### config.mk
export PLATFORM = sky130hd
export DESIGN_NAME = cpu_rom_checksum
export DESIGN_NICKNAME = d
export VERILOG_FILES = /design/src/rtl/cpu_rom_checksum.sv
export SDC_FILE = /design/constraint.sdc
export NUM_CORES = 1
export LEC_CHECK = 0
export CORE_ASPECT_RATIO = 0.75
export CORE_MARGIN = 4
export CORE_UTILIZATION = 57
export CTS_CLUSTER_SIZE = 16
export DETAILED_ROUTE_END_ITERATION = 10
export GPL_TIMING_DRIVEN = 0
export PLACE_DENSITY = 0.85
export SKIP_LAST_GASP = 1
export SYNTH_ARGS = -nofsm -noshare
export SYNTH_HDL_FRONTEND = slang
export SYNTH_SLANG_ARGS = --single-unit
### constraint.sdc
create_clock -name CLK -period 3.24 [get_ports CLK]
set_input_delay 0.486 -clock CLK [delete_from_list [all_inputs] [get_ports CLK]]
set_output_delay 0.486 -clock CLK [all_outputs]
set_load 0.005 [all_outputs]
### src/rtl/cpu_rom_checksum.sv
// Walks six 4 KiB program ROMs one byte at a time and reports a modulo-256 checksum per ROM.
// The bus sequence for each byte is ADDR (enable low), RD (read strobe low), then ACC.
module cpu_rom_checksum #(
  parameter int unsigned ACCESS_CYCLES = 3
) (
  input  logic       CLK,
  input  logic       RST_AL,
  input  logic       START,
  input  logic       D0,
  input  logic       D1,
  input  logic       D2,
  input  logic       D3,
  input  logic       D4,
  input  logic       D5,
  input  logic       D6,
  input  logic       D7,
  output logic       A0,
  output logic       A1,
  output logic       A2,
  output logic       A3,
  output logic       A4,
  output logic       A5,
  output logic       A6,
  output logic       A7,
  output logic       A8,
  output logic       A9,
  output logic       A10,
  output logic       A11,
  output logic       ROM0_AL,
  output logic       ROM1_AL,
  output logic       ROM2_AL,
  output logic       ROM3_AL,
  output logic       ROM4_AL,
  output logic       ROM5_AL,
  output logic       MR_AL,
  output logic       BUSY,
  output logic       SUM_VALID,
  output logic [2:0] SUM_IDX,
  output logic [7:0] SUM,
  output logic       DONE
);

  localparam logic [2:0] StIdle   = 3'd0;
  localparam logic [2:0] StAddr   = 3'd1;
  localparam logic [2:0] StRd     = 3'd2;
  localparam logic [2:0] StAcc    = 3'd3;
  localparam logic [2:0] StReport = 3'd4;
  localparam logic [2:0] StFin    = 3'd5;

  localparam logic [3:0] RdLast = 4'(ACCESS_CYCLES - 1);

  logic [2:0]  state_q, state_d;
  logic [11:0] addr_q, addr_d;
  logic [2:0]  idx_q, idx_d;
  logic [7:0]  acc_q, acc_d;
  logic [7:0]  byte_q, byte_d;
  logic [3:0]  cnt_q, cnt_d;
  logic [7:0]  sum_q, sum_d;
  logic [2:0]  sum_idx_q, sum_idx_d;
  logic [7:0]  din;
  logic [5:0]  en_n;
  logic        sel;

  assign din = {D7, D6, D5, D4, D3, D2, D1, D0};

  always_comb begin
    state_d   = state_q;
    addr_d    = addr_q;
    idx_d     = idx_q;
    acc_d     = acc_q;
    byte_d    = byte_q;
    cnt_d     = cnt_q;
    sum_d     = sum_q;
    sum_idx_d = sum_idx_q;
    case (state_q)
      StIdle: begin
        if (START) begin
          addr_d  = 12'h000;
          idx_d   = 3'd0;
          acc_d   = 8'h00;
          state_d = StAddr;
        end
      end
      StAddr: begin
        cnt_d   = 4'd0;
        state_d = StRd;
      end
      StRd: begin
        // The byte is captured on the edge that closes the final strobe cycle.
        if (cnt_q == RdLast) begin
          byte_d  = din;
          state_d = StAcc;
        end else begin
          cnt_d = cnt_q + 4'd1;
        end
      end
      StAcc: begin
        acc_d = acc_q + byte_q;
        if (addr_q == 12'hFFF) begin
          sum_d     = acc_q + byte_q;
          sum_idx_d = idx_q;
          state_d   = StReport;
        end else begin
          addr_d  = addr_q + 12'd1;
          state_d = StAddr;
        end
      end
      StReport: begin
        acc_d  = 8'h00;
        addr_d = 12'h000;
        if (idx_q == 3'd5) begin
          state_d = StFin;
        end else begin
          idx_d   = idx_q + 3'd1;
          state_d = StAddr;
        end
      end
      StFin:   state_d = StIdle;
      default: state_d = StIdle;
    endcase
  end

  always_ff @(posedge CLK) begin
    if (!RST_AL) begin
      state_q   <= StIdle;
      addr_q    <= 12'h000;
      idx_q     <= 3'd0;
      acc_q     <= 8'h00;
      byte_q    <= 8'h00;
      cnt_q     <= 4'd0;
      sum_q     <= 8'h00;
      sum_idx_q <= 3'd0;
    end else begin
      state_q   <= state_d;
      addr_q    <= addr_d;
      idx_q     <= idx_d;
      acc_q     <= acc_d;
      byte_q    <= byte_d;
      cnt_q     <= cnt_d;
      sum_q     <= sum_d;
      sum_idx_q <= sum_idx_d;
    end
  end

  // Chip enable spans ADDR and RD only, so the address may move during ACC.
  assign sel = (state_q == StAddr) || (state_q == StRd);

  always_comb begin
    en_n = 6'h3F;
    for (int i = 0; i < 6; i++) begin
      en_n[i] = !(sel && (idx_q == 3'(i)));
    end
  end

  assign {A11, A10, A9, A8, A7, A6, A5, A4, A3, A2, A1, A0} = addr_q;
  assign {ROM5_AL, ROM4_AL, ROM3_AL, ROM2_AL, ROM1_AL, ROM0_AL} = en_n;

  assign MR_AL     = (state_q != StRd);
  assign BUSY      = (state_q != StIdle);
  assign SUM_VALID = (state_q == StReport);
  assign DONE      = (state_q == StFin);
  assign SUM       = sum_q;
  assign SUM_IDX   = sum_idx_q;

endmodule

==> results of run 1 <==
==> worst paths after layout <==
check / startpoint / to / cells past startpoint
setup / recovery: state_q[2] / ROM2_AL / 5
hold / removal: SUM_IDX[0] / SUM_IDX[0] / 2
setup reg to reg: acc_q[0] / acc_q[6] / 8
hold reg to reg: SUM_IDX[0] / SUM_IDX[0] / 2
==> cells in the mapped netlist <==
cell type / count
dfxtp_1: 49
nand2_1: 32
nor2_1: 26
nor2b_1: 18
a21oi_1: 15
ha_1: 15
xnor2_1: 12
inv_1: 10
mux2i_1: 10
nand3_1: 10
o21ai_0: 10
a21boi_0: 9
clkbuf_1: 8
and2_1: 7
o21a_1: 6
a22oi_1: 5
nand2b_1: 5
and3_1: 4
xor2_1: 4
and4_1: 3
buf_2: 3
nor3_1: 3
a2111oi_4: 2
a211oi_1: 2
a21o_1: 2
a31oi_1: 2
nand4_1: 2
nor3b_1: 2
nor4_1: 2
o311ai_0: 2
a2111oi_2: 1
a41o_1: 1
buf_4: 1
fa_1: 1
nand3b_2: 1
o2111ai_1: 1
o211a_1: 1
o211ai_1: 1
o21ai_1: 1
o31a_1: 1
o31ai_1: 1
or4b_1: 1
or4b_2: 1
==> through the flow <==
step	utilization	power, mW
3_5_place_dp	0.731	0.754
4_1_cts	0.759	1.20
6_report	0.759	1.20
3_3_place_gp	0.731	0.750
2_1_floorplan	-	0.702
5_1_grt	0.759	1.25
==> per-layer routing <==
metal,vias to the layer above,GRT usage,wire [um]
met4,0,0.0889,111
met3,12,0.0498,323
met5,-,0.0505,0
li1,1121,-,-
met1,1050,0.323,2890
met2,64,0.346,2560
==> layout make-up <==
class	count	share of cell area
Timing Repair Buffer	43	0.135
Multi-Input combinational cell	222	0.471
Inverter	10	0.0118
Clock inverter	1	0.00941
Tap cell	55	0.0216
Clock buffer	7	0.0271
Sequential cell	49	0.307
Buffer	12	0.0165
==> where the power goes <==
part           switching [mW]  internal (mW)
combinational          0.0700         0.0546
clock                   0.209          0.252
sequential            0.00927          0.608
total                   0.288          0.914
==> cells by family after synthesis <==
kind of cell / synth area share
muxes: 0.0389
adders and majority gates: 0.0807
xor gates and xnor gates: 0.0544
DFF: 0.381
buffers and inverters: 0.0350
and+or+nand+nor: 0.230
AOI/OAI and AO/OA: 0.180
==> registers in the layout (all words and copies together), names as in the netlist <==
| signal | cells |
|---|---|
| cnt_q | 4 |
| SUM | 8 |
| SUM_IDX | 3 |
| addr_q | 12 |
| idx_q | 3 |
| acc_q | 8 |
| state_q | 3 |
| byte_q | 8 |
==> critical path: stages (launching register included) <==
cell	delay, ps
dfxtp_1	400
clkbuf_1	340
a21oi_1	150
and2_1	220
nand2_1	70
clkdlybuf4s50_1	500
==> impl_metrics.py, run 1 <==
metrics = {
    "power": {
        "ir_worst_vdd_mv": 0.260,
        "power_density_mw_per_mm2": 377,
        "cellLeakagePower_nw": 1.19,
    },
    "route": {
        "vias_per_cell": 5.63,
        "wl_per_cell_um": 14.7,
        "drc_errors": 0,
        "routed_wirelength_um": 5880,
        "routed-via-count": 2247,
        "drt.antenna.violating_nets": 0,
        "first_pass_iters": 4,
        "drt_iter0_markers": 125,
    },
    "sta": {
        "holdWs_ps": 463,
        "fin_setup_tns_ps": 0,
        "clock_skew_ps": 5.97,
        "max_freq_ghz": 0.403,
        "rsz0062_at_grt": "no",
        "finalCritPeriodShare": 0.766,
        "setup_viol": 0,
        "fin_crit_ps": 2480,
        "relSlewSlack": 0.546,
        "worst_pin_slew_ps": 677,
        "slew_viol_final": 0,
        "worst_slack_ps": 758,
        "hold_viol_final": 0,
    },
    "final_layout": {
        "ff_latch_area_um2": 981,
        "diodes": 0,
        "final_common_cell": "dfxtp_1",
        "final_cell_mix": "dfxtp_1 (49), clkdlybuf4s50_1 (43), nand2_1 (32)",
        "fin_area_mm2": 0.00319,
        "drive_above_1_share": 0.0465,
        "fillers": 323,
        "synthToLayoutAreaGrowth_pct": 23.9,
        "layoutNonFillerInstCount": 399,
        "final_net_count": 370,
        "multi_input_area_mm2": 0.00150,
    },
    "critical_path": {
        "ff2ff_setup_slack_ps": 860,
        "cp-end-kind": "primary output",
        "start_kind": "flip-flop",
        "crit_path_max_fanout": 10,
        "critPathKind": "reg2out",
        "crit_arrival_ps": 2000,
        "required_ps": 2750,
    },
    "place": {
        "pre_cts_ws_ps": 905,
        "portBuffers": 43,
        "dp_hpwl_um": 4310,
        "gp_congestion": 0.839,
        "dpl_cell_area_mm2": 0.00307,
        "dpl.cell_count": 391,
    },
    "grt": {
        "grt_max_degree": 15,
        "overflow": 0,
        "first_global_vias": 2179,
        "antenna_found_initial": 0,
        "globalRouteTotalUtil": 0.232,
        "grt_pass1_wl_um": 10400,
    },
    "flow_run": {
        "drv_cap": 0,
    },
    "floorplan": {
        "initial_core_util": 0.613,
        "dieWidth_um": 85.6,
        "die_h_um": 66.2,
        "core_mm2": 0.00420,
        "ioPinCount": 44,
        "die-area_mm2": 0.00567,
        "rows": 20,
    },
    "yosys": {
        "synth_nets": 320,
        "yosysWarnings": 0,
        "seq_area_frac_synth": 0.381,
        "syn_area_per_cell_um2": 8.79,
        "synthesis.area_mm2": 0.00257,
        "postSynthCellCount": 293,
        "ys_ff_latch": 49,
        "ys_types": 43,
        "synth_top_area_share": 0.381,
        "ys_top_cells_by_area": "dfxtp_1 (38%), ha_1 (7.3%), nand2_1 (4.7%)",
        "synth_area_leader_cell": "dfxtp_1",
    },
    "cts": {
        "cts_made_buffers": 5,
        "root_buffer": "clkbuf_8",
        "path_clk_slew_ps": 90,
        "cts_tree": "done",
        "cts_resized": 0,
        "cts_sinks": 49,
        "cts_hold_buf": 0,
        "cts_max_level": 2,
        "post-cts-setup-buffers": 0,
        "worstSkewPairLatency_ps": 310,
        "cts.path.max_buffers": 2,
    },
    "worst_hold_path": {
        "hp-class": "reg2reg",
    },
    "status": {
        "status": "finished, final reports clean",
    },
}
Power figures use the tool's default switching activity.
==> run 2, diff against run 1 <==
- CORE_UTILIZATION: 57 -> 48
- PLACE_DENSITY: 0.85 -> 0.76
- clock period: 3.24 -> 2.19 ns (I/O delays scaled with it)
==> run 2 against run 1 <==
Against the previous run: via count is 0.71% lower; critical path depth is 3 higher; sequential cell count stayed put; die area is 17% higher; power is 39% higher; sequential share of layout area is 0.17 points lower; worst hold slack better by 1.1 ps; cell area is 0.94% higher; global-route usage is 4.8 points lower; first-iteration DRC count is 21% higher; register-to-register slack worse by 780 ps; clock power is 23% higher; critical endpoint is now acc_q[6]; largest cell class unchanged; largest power group unchanged.
==> impl_metrics.py, run 2 (synthesis results as in run 1) <==
metrics = {
    "status": {
        "status": "finished, final reports clean",
    },
    "critical_path": {
        "cpMaxStageDelayCell": "or4b_2",
        "path_depth": 8,
        "crit_family": "simple AND/OR/NAND/NOR gates",
        "reg2regPathDepth": 8,
        "slowest_delay_ps": 600,
        "start_kind": "flip-flop",
        "crit_path_max_fanout": 3,
        "cp-end-kind": "flip-flop",
        "path_cells": "ha_2 -> inv_1 -> fa_2 -> nor2b_1 -> o31a_1 -> o21ai_2 -> or4b_2 -> o311ai_0",
        "cp.buffers_inverters": 1,
        "required_ps": 2380,
        "crit_arrival_ps": 2300,
        "critPathKind": "reg2reg",
    },
    "final_layout": {
        "fillers": 467,
        "final_cell_mix": "dfxtp_1 (46), clkdlybuf4s50_1 (43), nand2_1 (32)",
        "multi_input_area_mm2": 0.00152,
        "diodes": 0,
        "layoutNonFillerInstCount": 417,
        "final_net_count": 371,
        "final_common_cell": "dfxtp_1",
        "largest_reg_flops": 12,
        "synthToLayoutAreaGrowth_pct": 25.1,
        "drive_above_1_share": 0.0812,
        "ff_latch_area_um2": 985,
        "top_register": "addr_q",
        "final_core_util": 0.639,
    },
    "sta": {
        "fin_crit_ps": 2110,
        "clock_skew_ps": 9.10,
        "relSlewSlack": 0.530,
        "fin_setup_tns_ps": 0,
        "holdWs_ps": 464,
        "setup_viol": 0,
        "max_freq_ghz": 0.474,
        "slew_viol_final": 0,
        "hold_viol_final": 0,
        "worst_pin_slew_ps": 700,
        "finalCritPeriodShare": 0.963,
    },
    "floorplan": {
        "ioPinCount": 44,
        "dieWidth_um": 92.6,
        "core_mm2": 0.00504,
        "initial_core_util": 0.511,
        "die-area_mm2": 0.00661,
        "die_h_um": 71.4,
        "rows": 22,
    },
    "place": {
        "dpl.cell_count": 408,
        "dp_hpwl_um": 4370,
        "portBuffers": 43,
        "gp_congestion": 0.867,
    },
    "power": {
        "ir_worst_vdd_mv": 0.398,
        "p_int_mw": 1.24,
        "combinationalPowerShare": 0.115,
        "power_density_mw_per_mm2": 519,
        "switchingPower_mw": 0.427,
        "p_seq_frac": 0.547,
        "total_power_mw": 1.67,
        "sw_frac_of_total": 0.255,
        "pwr-share-clk": 0.339,
        "cellLeakagePower_nw": 1.19,
    },
    "route": {
        "first_pass_iters": 4,
        "wl_per_cell_um": 14.0,
        "drt_iter0_markers": 151,
        "routed_wirelength_um": 5820,
        "drc_errors": 0,
        "vias_per_cell": 5.35,
        "drt.antenna.violating_nets": 0,
        "routed-via-count": 2231,
    },
    "worst_hold_path": {
        "hp-class": "reg2reg",
        "holdPathStages": 2,
    },
    "cts": {
        "cts_max_level": 2,
        "cts_sinks": 49,
        "cts_tree": "done",
        "cts_hold_buf": 0,
        "worstSkewPairLatency_ps": 300,
        "root_buffer": "clkbuf_8",
        "cts.path.max_buffers": 2,
        "cts_made_buffers": 5,
        "path_clk_slew_ps": 90,
    },
    "flow_run": {
        "drv_cap": 0,
    },
    "grt": {
        "grt_pass1_wl_um": 10000,
        "overflow": 0,
        "grt_max_degree": 16,
        "globalRouteTotalUtil": 0.184,
        "antenna_found_initial": 0,
        "first_global_vias": 2153,
    },
}
==> run 2: cell types whose count changed in the layout (fill, tap and decap cells not counted), moves of 2 or more <==
cell	delta
clkbuf_2	+2
dfxtp_1	-3
clkbuf_1	-3
dfxtp_2	+3
==> run 2: path summary, 6_finish.rpt <==
kind,start,endpoint,slack (ps)
max,acc_q[0],acc_q[6],80
min,SUM_IDX[1],SUM_IDX[1],460
max reg2reg,acc_q[0],acc_q[6],80
min reg2reg,SUM_IDX[1],SUM_IDX[1],460
==> run 2: power by group through the flow <==
stage / registers (mW) / logic (mW) / clock network (mW)
2_1_floorplan: 0.930 / 0.108 / 0
3_3_place_gp: 0.932 / 0.180 / 0
3_5_place_dp: 0.933 / 0.181 / 0
4_1_cts: 0.912 / 0.184 / 0.577
5_1_grt: 0.916 / 0.209 / 0.608
6_report: 0.914 / 0.192 / 0.566
==> run 2: layer usage <==
metal,part of all wire,vias up,wire (um),track usage
li1,-,1126,-,-
met1,0.51,1050,2970,0.266
met2,0.43,49,2500,0.283
met3,0.050,6,289,0.0325
met4,0.010,0,60,0.0511
met5,0,-,0,0
==> run 2: final cells by class <==
cell class	count	share of cell area
multi-input cells	222	0.472
flip-flops and latches	49	0.306
repair buffers	44	0.136
well taps	72	0.0280
clock buffers	6	0.0256
plain buffers	12	0.0171
inverters	10	0.0117
clock inverters	2	0.00427
==> run 2: worst register-to-register path, delay by kind of cell (launching register included) <==
kind	cells	cell delay [ps]
buffers and inverters	1	70
AOI/OAI and AO/OA	3	530
DFF	1	320
and+or+nand+nor	2	660
adders and majority gates	2	420
==> run 2: timing repair <==
action                     in CTS  in global routing
pin swaps                       0                  1
hold endpoints to repair        0                  0
setup buffers                   0                  1
gates resized for setup         4                  8
setup endpoints to repair       4                 11
==> run 2: metrics by stage <==
| stage | cell area (um^2) | worst slack, ps |
|---|---|---|
| 5_1_grt | 3220 | -5.55 |
| 4_1_cts | 3200 | 17.1 |
| 6_report | 3220 | 81.4 |
| 3_5_place_dp | 3100 | -53.8 |
| 3_3_place_gp | 3100 | -42.5 |
| 2_1_floorplan | 2570 | 184 |
==> run 3, diff against run 2 <==
- GPL_TIMING_DRIVEN: 0 -> default
==> run 3 against run 2 <==
Against the previous run: first-iteration DRC count is 21% lower; register-to-register slack hardly changed; clock-buffer cell count is 1 lower; largest cell class unchanged; largest power group unchanged.
==> impl_metrics.py, run 3 (synthesis results as in run 1) <==
metrics = {
    "critical_path": {
        "r2r_start": "acc_q[0]",
        "critPathKind": "reg2reg",
        "crit_arrival_ps": 2330,
        "cp-end-kind": "flip-flop",
        "start_kind": "flip-flop",
        "reg2regPathDepth": 8,
        "regToRegEndpoint": "acc_q[6]",
        "ff2ff_setup_slack_ps": 80,
        "crit_path_max_fanout": 3,
        "required_ps": 2410,
    },
    "cts": {
        "cts_made_buffers": 5,
        "cts_tree": "done",
        "cts_max_level": 2,
        "path_clk_slew_ps": 90,
        "cts_sinks": 49,
        "root_buffer": "clkbuf_8",
        "worstSkewPairLatency_ps": 310,
        "cts_hold_buf": 0,
        "cts.path.max_buffers": 2,
    },
    "floorplan": {
        "rows": 22,
        "die_h_um": 71.4,
        "ioPinCount": 44,
        "core_mm2": 0.00504,
        "initial_core_util": 0.511,
        "dieWidth_um": 92.6,
        "die-area_mm2": 0.00661,
    },
    "sta": {
        "relSlewSlack": 0.723,
        "rsz0062_at_grt": "no",
        "worst_pin_slew_ps": 415,
        "clock_skew_ps": 6.38,
        "finalCritPeriodShare": 0.965,
        "fin_crit_ps": 2110,
        "max_freq_ghz": 0.473,
        "slew_viol_final": 0,
        "setup_viol": 0,
        "worst_slack_ps": 76.2,
        "hold_viol_final": 0,
    },
    "final_layout": {
        "final_core_util": 0.638,
        "diodes": 0,
        "drive_above_1_share": 0.0885,
        "synthToLayoutAreaGrowth_pct": 24.8,
        "final_common_cell": "dfxtp_1",
        "fin_area_mm2": 0.00321,
        "final_cell_mix": "dfxtp_1 (47), clkdlybuf4s50_1 (43), nand2_1 (32)",
        "final_net_count": 365,
        "largest_reg_flops": 12,
        "top_register": "addr_q",
    },
    "power": {
        "p_int_mw": 1.21,
        "pwr-share-clk": 0.321,
        "combinationalPowerShare": 0.120,
        "power_density_mw_per_mm2": 509,
        "cellLeakagePower_nw": 1.19,
        "sw_frac_of_total": 0.257,
        "ir_worst_vdd_mv": 0.474,
        "total_power_mw": 1.64,
        "switchingPower_mw": 0.421,
        "p_seq_frac": 0.559,
    },
    "status": {
        "status": "finished, final reports clean",
    },
    "worst_hold_path": {
        "worstHoldEndpoint": "SUM[4]",
        "hold_path.startpoint": "SUM[4]",
        "hp-class": "reg2reg",
        "holdPathStages": 2,
    },
    "route": {
        "drc_errors": 0,
        "routed_wirelength_um": 5650,
        "first_pass_iters": 4,
        "vias_per_cell": 5.31,
        "drt.antenna.violating_nets": 0,
        "drt_iter0_markers": 119,
        "routed-via-count": 2182,
        "wl_per_cell_um": 13.7,
    },
    "grt": {
        "overflow": 0,
        "grt_pass1_wl_um": 9590,
        "globalRouteTotalUtil": 0.180,
        "first_global_vias": 2053,
        "antenna_found_initial": 0,
        "grt_max_degree": 39,
    },
    "place": {
        "pre_cts_ws_ps": -20.6,
        "dpl_cell_area_mm2": 0.00309,
        "portBuffers": 43,
        "gp_congestion": 0.827,
        "dp_hpwl_um": 4130,
    },
    "flow_run": {
        "drv_cap": 0,
    },
}
-- run 3: worst max path at each step --
| stage | start | end | cells after the start |
|---|---|---|---|
| global route | acc_q[0] | acc_q[6] | 8 |
| finish | acc_q[0] | acc_q[6] | 8 |
| CTS | state_q[1] | ROM1_AL | 5 |
| floorplan | acc_q[0] | acc_q[6] | 8 |
| global placement | acc_q[0] | acc_q[6] | 8 |
| detailed placement | acc_q[0] | acc_q[6] | 8 |
-- run 3: through the flow --
stage | hold WS (ps) | setup TNS [ps] | std cells
floorplan | 447 | 0 | 293
global placement | 450 | 0 | 402
detailed placement | 462 | -20.6 | 402
CTS | 474 | 0 | 410
global route | 502 | 0 | 411
finish | 469 | 0 | 411
-- run 3: layer usage --
| metal | up-vias | GRT usage | part of all wire |
|---|---|---|---|
| li1 | 1110 | - | - |
| met1 | 997 | 0.254 | 0.51 |
| met2 | 66 | 0.263 | 0.42 |
| met3 | 9 | 0.0441 | 0.058 |
| met4 | 0 | 0.0758 | 0.019 |
| met5 | - | 0 | 0 |
-- run 3: final cells by class --
cell class | instances | area, um^2
multi-input cells | 222 | 1530
well taps | 72 | 90.1
flip-flops and latches | 49 | 983
clock inverters | 3 | 17.5
repair buffers | 50 | 483
fillers | 421 | 1820
inverters | 10 | 37.5
clock buffers | 5 | 68.8
-- run 3: repair_timing --
| action | in CTS | in global routing |
|---|---|---|
| buffers inserted | 0 | 1 |
| pin swaps | 0 | 2 |
| gates resized for setup | 2 | 11 |
| setup endpoints to repair | 4 | 6 |
-- run 3: power groups by stage --
stage               Sequential (mW)  Combinational [mW]  Clock (mW)
finish                        0.914               0.197       0.525
floorplan                     0.930               0.108           0
global route                  0.917               0.215       0.583
global placement              0.932               0.178           0
detailed placement            0.933               0.179           0
CTS                           0.912               0.182       0.544
-- run 3: worst max-delay path, cell delays in order, from the launching register on --
cell	delay (ps)
dfxtp_1	330
ha_2	200
inv_1	70
fa_2	220
nor2b_1	60
o31a_1	270
o21ai_2	170
or4b_2	600
o311ai_1	100
